===== config.mk =====
export PLATFORM = sky130hd
export DESIGN_NAME = key_event_ctrl
export DESIGN_NICKNAME = d
export VERILOG_FILES = /design/src/rtl/key_event_pkg.sv /design/src/rtl/key_fifo.sv /design/src/rtl/key_event_ctrl.sv
export SDC_FILE = /design/constraint.sdc
export NUM_CORES = 1
export LEC_CHECK = 0
export ABC_AREA = 1
export CAP_MARGIN = 20
export CORE_MARGIN = 5
export CORE_UTILIZATION = 45
export DETAILED_ROUTE_END_ITERATION = 8
export PLACE_DENSITY = 0.66
export SYNTH_ARGS = -nofsm -noshare
export SYNTH_HDL_FRONTEND = slang
export SYNTH_HIERARCHICAL = 1
export SYNTH_SLANG_ARGS = --single-unit
export TNS_END_PERCENT = 50

===== constraint.sdc =====
create_clock -name fastClk -period 6 [get_ports fastClk]
set_input_delay 0.6 -clock fastClk [delete_from_list [all_inputs] [get_ports fastClk]]
set_output_delay 0.6 -clock fastClk [all_outputs]
set_load 0.02 [all_outputs]

===== src/rtl/key_event_pkg.sv =====
// Shared constants and types for the keyboard event controller: hot-key scan
// codes, the display-mode enum and the hot-key decode helper.
package key_event_pkg;

    localparam int HK_CODE_W = 9;

    localparam logic [HK_CODE_W-1:0] KEY_P = 9'h04D;
    localparam logic [HK_CODE_W-1:0] KEY_A = 9'h01C;
    localparam logic [HK_CODE_W-1:0] KEY_B = 9'h032;
    localparam logic [HK_CODE_W-1:0] KEY_C = 9'h021;
    localparam logic [HK_CODE_W-1:0] KEY_R = 9'h02D;
    localparam logic [HK_CODE_W-1:0] KEY_D = 9'h023;
    localparam logic [HK_CODE_W-1:0] KEY_S = 9'h01B;
    localparam logic [HK_CODE_W-1:0] KEY_F = 9'h02B;
    localparam logic [HK_CODE_W-1:0] KEY_I = 9'h043;

    typedef enum logic [2:0] {
        MODE_PC, MODE_A, MODE_B, MODE_C, MODE_ADDR, MODE_DATA, MODE_STATUS, MODE_PC2
    } disp_mode_e;

    typedef struct packed {
        logic       hit;
        disp_mode_e mode;
    } hot_key_t;

    function automatic hot_key_t hot_key_decode(input logic [HK_CODE_W-1:0] code);
        hot_key_t r;
        r.hit  = 1'b1;
        r.mode = MODE_PC;
        case (code)
            KEY_P:   r.mode = MODE_PC;
            KEY_A:   r.mode = MODE_A;
            KEY_B:   r.mode = MODE_B;
            KEY_C:   r.mode = MODE_C;
            KEY_R:   r.mode = MODE_ADDR;
            KEY_D:   r.mode = MODE_DATA;
            KEY_S:   r.mode = MODE_STATUS;
            KEY_F:   r.mode = MODE_PC2;
            default: r.hit  = 1'b0;
        endcase
        return r;
    endfunction

endpackage


===== src/rtl/key_fifo.sv =====
// Scan-code FIFO: DEPTH entries, simultaneous push/pop, and a full-FIFO
// policy that either drops the new code or overwrites the oldest one.
module key_fifo
    import key_event_pkg::*;
#(
    parameter int W        = 9,
    parameter int DEPTH    = 8,
    parameter bit DROP_OLD = 1'b0
) (
    input  logic                     fastClk,
    input  logic                     rst,
    input  logic                     push,
    input  logic                     pop,
    input  logic [W-1:0]             din,
    output logic [W-1:0]             head,
    output logic [$clog2(DEPTH):0]   count,
    output logic                     ovf
);

    localparam int              PTR_W    = $clog2(DEPTH);
    localparam logic [PTR_W:0]  FULL_CNT = (PTR_W+1)'(DEPTH);

    logic [W-1:0]     r_mem [DEPTH];
    logic [PTR_W-1:0] r_wr_ptr;
    logic [PTR_W-1:0] r_rd_ptr;
    logic [PTR_W:0]   r_count;

    logic w_full;
    logic w_pop;
    logic w_write;
    logic w_adv_rd;

    assign w_full   = (r_count == FULL_CNT);
    assign w_pop    = pop && (r_count != '0);
    // A full write only lands when a slot is freed this cycle or the oldest entry is sacrificed.
    assign w_write  = push && (!w_full || w_pop || DROP_OLD);
    assign w_adv_rd = w_pop || (push && w_full && DROP_OLD);
    assign ovf      = push && w_full && !w_pop;

    // NOTE: storage has no reset; count gates every read, so stale entries are never visible.
    always_ff @(posedge fastClk) begin
        if (w_write) r_mem[r_wr_ptr] <= din;
    end

    // NOTE: state registers use non-blocking assignments so every flop samples pre-edge values.
    always_ff @(posedge fastClk) begin
        if (rst) begin
            r_wr_ptr <= '0;
            r_rd_ptr <= '0;
            r_count  <= '0;
        end else begin
            if (w_write)  r_wr_ptr <= r_wr_ptr + 1'b1;
            if (w_adv_rd) r_rd_ptr <= r_rd_ptr + 1'b1;
            if (w_write && !w_adv_rd)      r_count <= r_count + 1'b1;
            else if (w_adv_rd && !w_write) r_count <= r_count - 1'b1;
        end
    end

    assign head  = r_mem[r_rd_ptr];
    assign count = r_count;

endmodule


===== src/rtl/key_event_ctrl.sv =====
// Keyboard event / interrupt controller: key-press edge detect, scan-code FIFO,
// level IRQ and sticky overflow. Hot-key mode decode is compiled in by KEY_EVENT_HOTKEY_EN.
module key_event_ctrl
    import key_event_pkg::*;
#(
    parameter int CODE_W       = 9,
    parameter int DATA_W       = 16,
    parameter int DEPTH        = 8,
    parameter int OVF_DROP_OLD = 0
) (
    input  logic                   fastClk,
    input  logic                   rst,
    input  logic [CODE_W-1:0]      keyCode,
    input  logic                   keyPressed,
    input  logic                   irqMode,
    input  logic                   intEn,
    input  logic                   irqAck,
    input  logic                   ovfClr,
    output logic                   irq,
    output logic [DATA_W-1:0]      intData,
    output logic [$clog2(DEPTH):0] count,
    output logic                   overflow,
    output logic [2:0]             mode
);

    logic              r_prev_pressed;
    logic              r_overflow;
    logic              w_event;
    logic              w_push;
    logic              w_ovf;
    logic [CODE_W-1:0] w_head;

    assign w_event = keyPressed && !r_prev_pressed;

    key_fifo #(
        .W        (CODE_W),
        .DEPTH    (DEPTH),
        .DROP_OLD (OVF_DROP_OLD != 0)
    ) u_fifo (
        .fastClk (fastClk),
        .rst     (rst),
        .push    (w_push),
        .pop     (irqAck),
        .din     (keyCode),
        .head    (w_head),
        .count   (count),
        .ovf     (w_ovf)
    );

    // prevPressed resets high so a key held through reset is not seen as a new press.
    always_ff @(posedge fastClk) begin
        if (rst) begin
            r_prev_pressed <= 1'b1;
            r_overflow     <= 1'b0;
        end else begin
            r_prev_pressed <= keyPressed;
            if (w_ovf)       r_overflow <= 1'b1;
            else if (ovfClr) r_overflow <= 1'b0;
        end
    end

`ifdef KEY_EVENT_HOTKEY_EN
    disp_mode_e r_mode;
    hot_key_t   w_hk;
    logic       w_hi_zero;
    logic       w_mode_we;

    assign w_hi_zero = ((keyCode >> HK_CODE_W) == '0);

    // NOTE: every always_comb output gets a default first so no path infers a latch.
    always_comb begin
        w_push    = 1'b0;
        w_mode_we = 1'b0;
        w_hk      = hot_key_decode(HK_CODE_W'(keyCode));
        if (w_event) begin
            if (irqMode)                    w_push    = 1'b1;
            else if (w_hi_zero && w_hk.hit) w_mode_we = 1'b1;
            else if (keyCode == CODE_W'(KEY_I)) w_push = 1'b1;
        end
    end

    always_ff @(posedge fastClk) begin
        if (rst)            r_mode <= MODE_PC;
        else if (w_mode_we) r_mode <= w_hk.mode;
    end

    assign mode = r_mode;
`else
    logic w_unused;
    assign w_unused = irqMode;
    assign w_push   = w_event;
    assign mode     = 3'd0;
`endif

    assign irq      = intEn && (count != '0);
    assign intData  = (count != '0) ? DATA_W'(w_head) : '0;
    assign overflow = r_overflow;

endmodule

==> results.cfg <==
[critical_path]
end_kind = primary output
cp.required_ns = 5.40
critical_path_arrival_ns = 2.81
worst_setup_path_start_kind = register
reg2reg_from = u_fifo/count[1]
path_class = reg -> out
critPathMaxFanout = 19

[clock_tree]
cts.sinks = 87
cts_tree = built
cts_hold_buffers = 0
cts_root_buffer = clkbuf_8
ctsResizeCount = 0
cts_inserted_buffers = 9
insertion_delay_ns = 0.35
cts.htree.levels = 3
clk_pin_slew_worst_paths_ns = 0.08
cts_setup_buffers = 0
clockBufferDepth = 2

[floorplanning]
num_rows = 33
initial_core_util = 0.467
dieHeight_um = 103
die-area_mm2 = 0.0106
ios = 41
core_area_mm2 = 0.00830
die_w_um = 103

[global_route]
grtUsageTotal = 0.154
grt_max_degree = 38
grt_overflow_total = 0
antenna_found_initial = 0
grt_pass1_wl_mm = 12.1
grt_pass1_vias = 2510

[timing]
worst_slew_pin_slew_ns = 1.12
hold_slack_ns = 0.471
fin_crit_sh = 0.569
rsz0062_at_grt = no
min_period_ns = 3.41
finalSetupViolations = 0
setup_tns_ns = 0
finalHoldViolations = 0
finalMaxSlewViolations = 0
slew_headroom = 0.249
clock_skew_ns = 0.0124
fmax_ghz = 0.293

[route]
antenna_left = 0
via_per_inst = 4.91
wl_mm = 7.50
firstDrtPassIters = 4
vias = 2548
remaining_drc_errors = 0
drt_iter0_drc = 131
detail_route.wl_per_cell_um = 14.5

[pwr]
peakVddDrop_mv = 0.249
cellPowerDensity_mw_per_mm2 = 402
leakage_nw = 1.68

[placement]
gp_congestion = 0.765
dp_hpwl_mm = 4.73
dp.cells = 503
portBuffers = 29
place_area_mm2 = 0.00415

[synth]
postSynthCellCount = 380
ys_seq_area_frac = 0.636
synth_top_cell_by_area = edfxtp_1
ys_ff_latch = 87
ys_warn_count = 6
ys_types = 25
syn_avg_cell_area_um2 = 10.2
synth_area_leaders = edfxtp_1 (56%), nor2_1 (9.0%), dfxtp_1 (7.8%)
synth_top_area_share = 0.558
netlist_area_mm2 = 0.00387

[layout]
final_layout_size_suffix_gt1_frac = 0.0773
fillers = 756
final_cells = 519
nets = 431
layout_common_cells = nor2_1 (93), edfxtp_1 (72), nand2_1 (63)
postLayoutCoreUtil = 0.521
stdcell_area_mm2 = 0.00432
area_growth_pct = 11.5
antennaDiodeCount = 0
final_common_cell = nor2_1

[run]
maxCapViolCount = 0

[run_status]
status = completed

[min_path]
min_path_type = reg -> reg
hold_start = overflow
## stage by stage
step,worst slack [ns],power [mW]
after detailed placement,2.99,1.40
after floorplan,3.83,1.21
final,2.59,1.74
after CTS,2.56,1.76
after global placement,3.02,1.39
after global routing,2.42,1.86
## routing by layer
metal / wire, µm / global-route usage / vias up
met5: 0 / 0 / -
met4: 120 / 0.0657 / 0
met3: 385 / 0.0250 / 11
met2: 3590 / 0.254 / 64
met1: 3400 / 0.202 / 1180
li1: - / - / 1293
## logic make-up (layout without fill, tap and decap cells)
kind of cell | count (synthesis) | count (layout) | share of synthesized area
and+or+nand+nor | 176 | 176 | 0.183
DFF | 87 | 87 | 0.636
AOI/OAI and AO/OA | 55 | 55 | 0.0711
buffers and inverters | 52 | 77 | 0.0807
adders and majority gates | 6 | 6 | 0.0213
xor gates and xnor gates | 3 | 3 | 0.00678
other | 1 | 10 | 0.000968
## where the power goes
part | total [mW] | leakage, nW | switching (mW) | internal (mW)
registers | 0.731 | 0.772 | 0.0505 | 0.681
logic | 0.654 | 0.814 | 0.396 | 0.257
clock network | 0.352 | 0.0894 | 0.201 | 0.151
total | 1.74 | 1.68 | 0.648 | 1.09
## flip-flops by register name, indices dropped and copies added (netlist names), named ones only
name / count
u_fifo/r_mem: 72
u_fifo/r_rd_ptr: 3
u_fifo/r_wr_ptr: 3
r_prev_pressed: 1
u_fifo/count: 4
overflow: 1
## final cells by class
cell class / instances / area (µm²) / share of cell area
Sequential cell: 87 / 2460 / 0.570
Clock inverter: 7 / 48.8 / 0.0113
Tap cell: 105 / 131 / 0.0304
Clock buffer: 9 / 124 / 0.0287
Inverter: 31 / 124 / 0.0287
Timing Repair Buffer: 30 / 298 / 0.0689
Multi-Input combinational cell: 250 / 1130 / 0.262
## worst paths after layout
path / end / slack, ns / depth (start not counted)
hold / removal: overflow / 0.47 / 2
setup / recovery: intData[5] / 2.59 / 9
setup reg to reg: u_fifo/count[3] / 3.83 / 12
hold reg to reg: overflow / 0.47 / 2
## worst max-delay path: stages, from the launching register on
cell and delay (ns):
dfxtp_1 0.93, inv_6 0.19, nor2_1 0.20, o21ai_1 0.11
nand2_1 0.09, nand2_1 0.05, nand2_1 0.09, inv_1 0.04
a21oi_1 0.13, clkdlybuf4s50_1 0.63
## cell usage after synthesis
cell	instances
nor2_1	93
edfxtp_1	72
nand2_1	63
o21ai_1	30
inv_1	28
a21oi_1	15
dfxtp_1	15
buf_4	11
o21ai_0	10
buf_6	9
nor2_2	7
nand3_1	6
ha_1	5
xor2_1	3
nand2_2	2
or2_2	2
buf_2	1
clkinv_1	1
conb_1	1
fa_1	1
inv_4	1
inv_6	1
nand3_2	1
nand3b_1	1
or2_4	1
(Power assumes the default switching activity.)
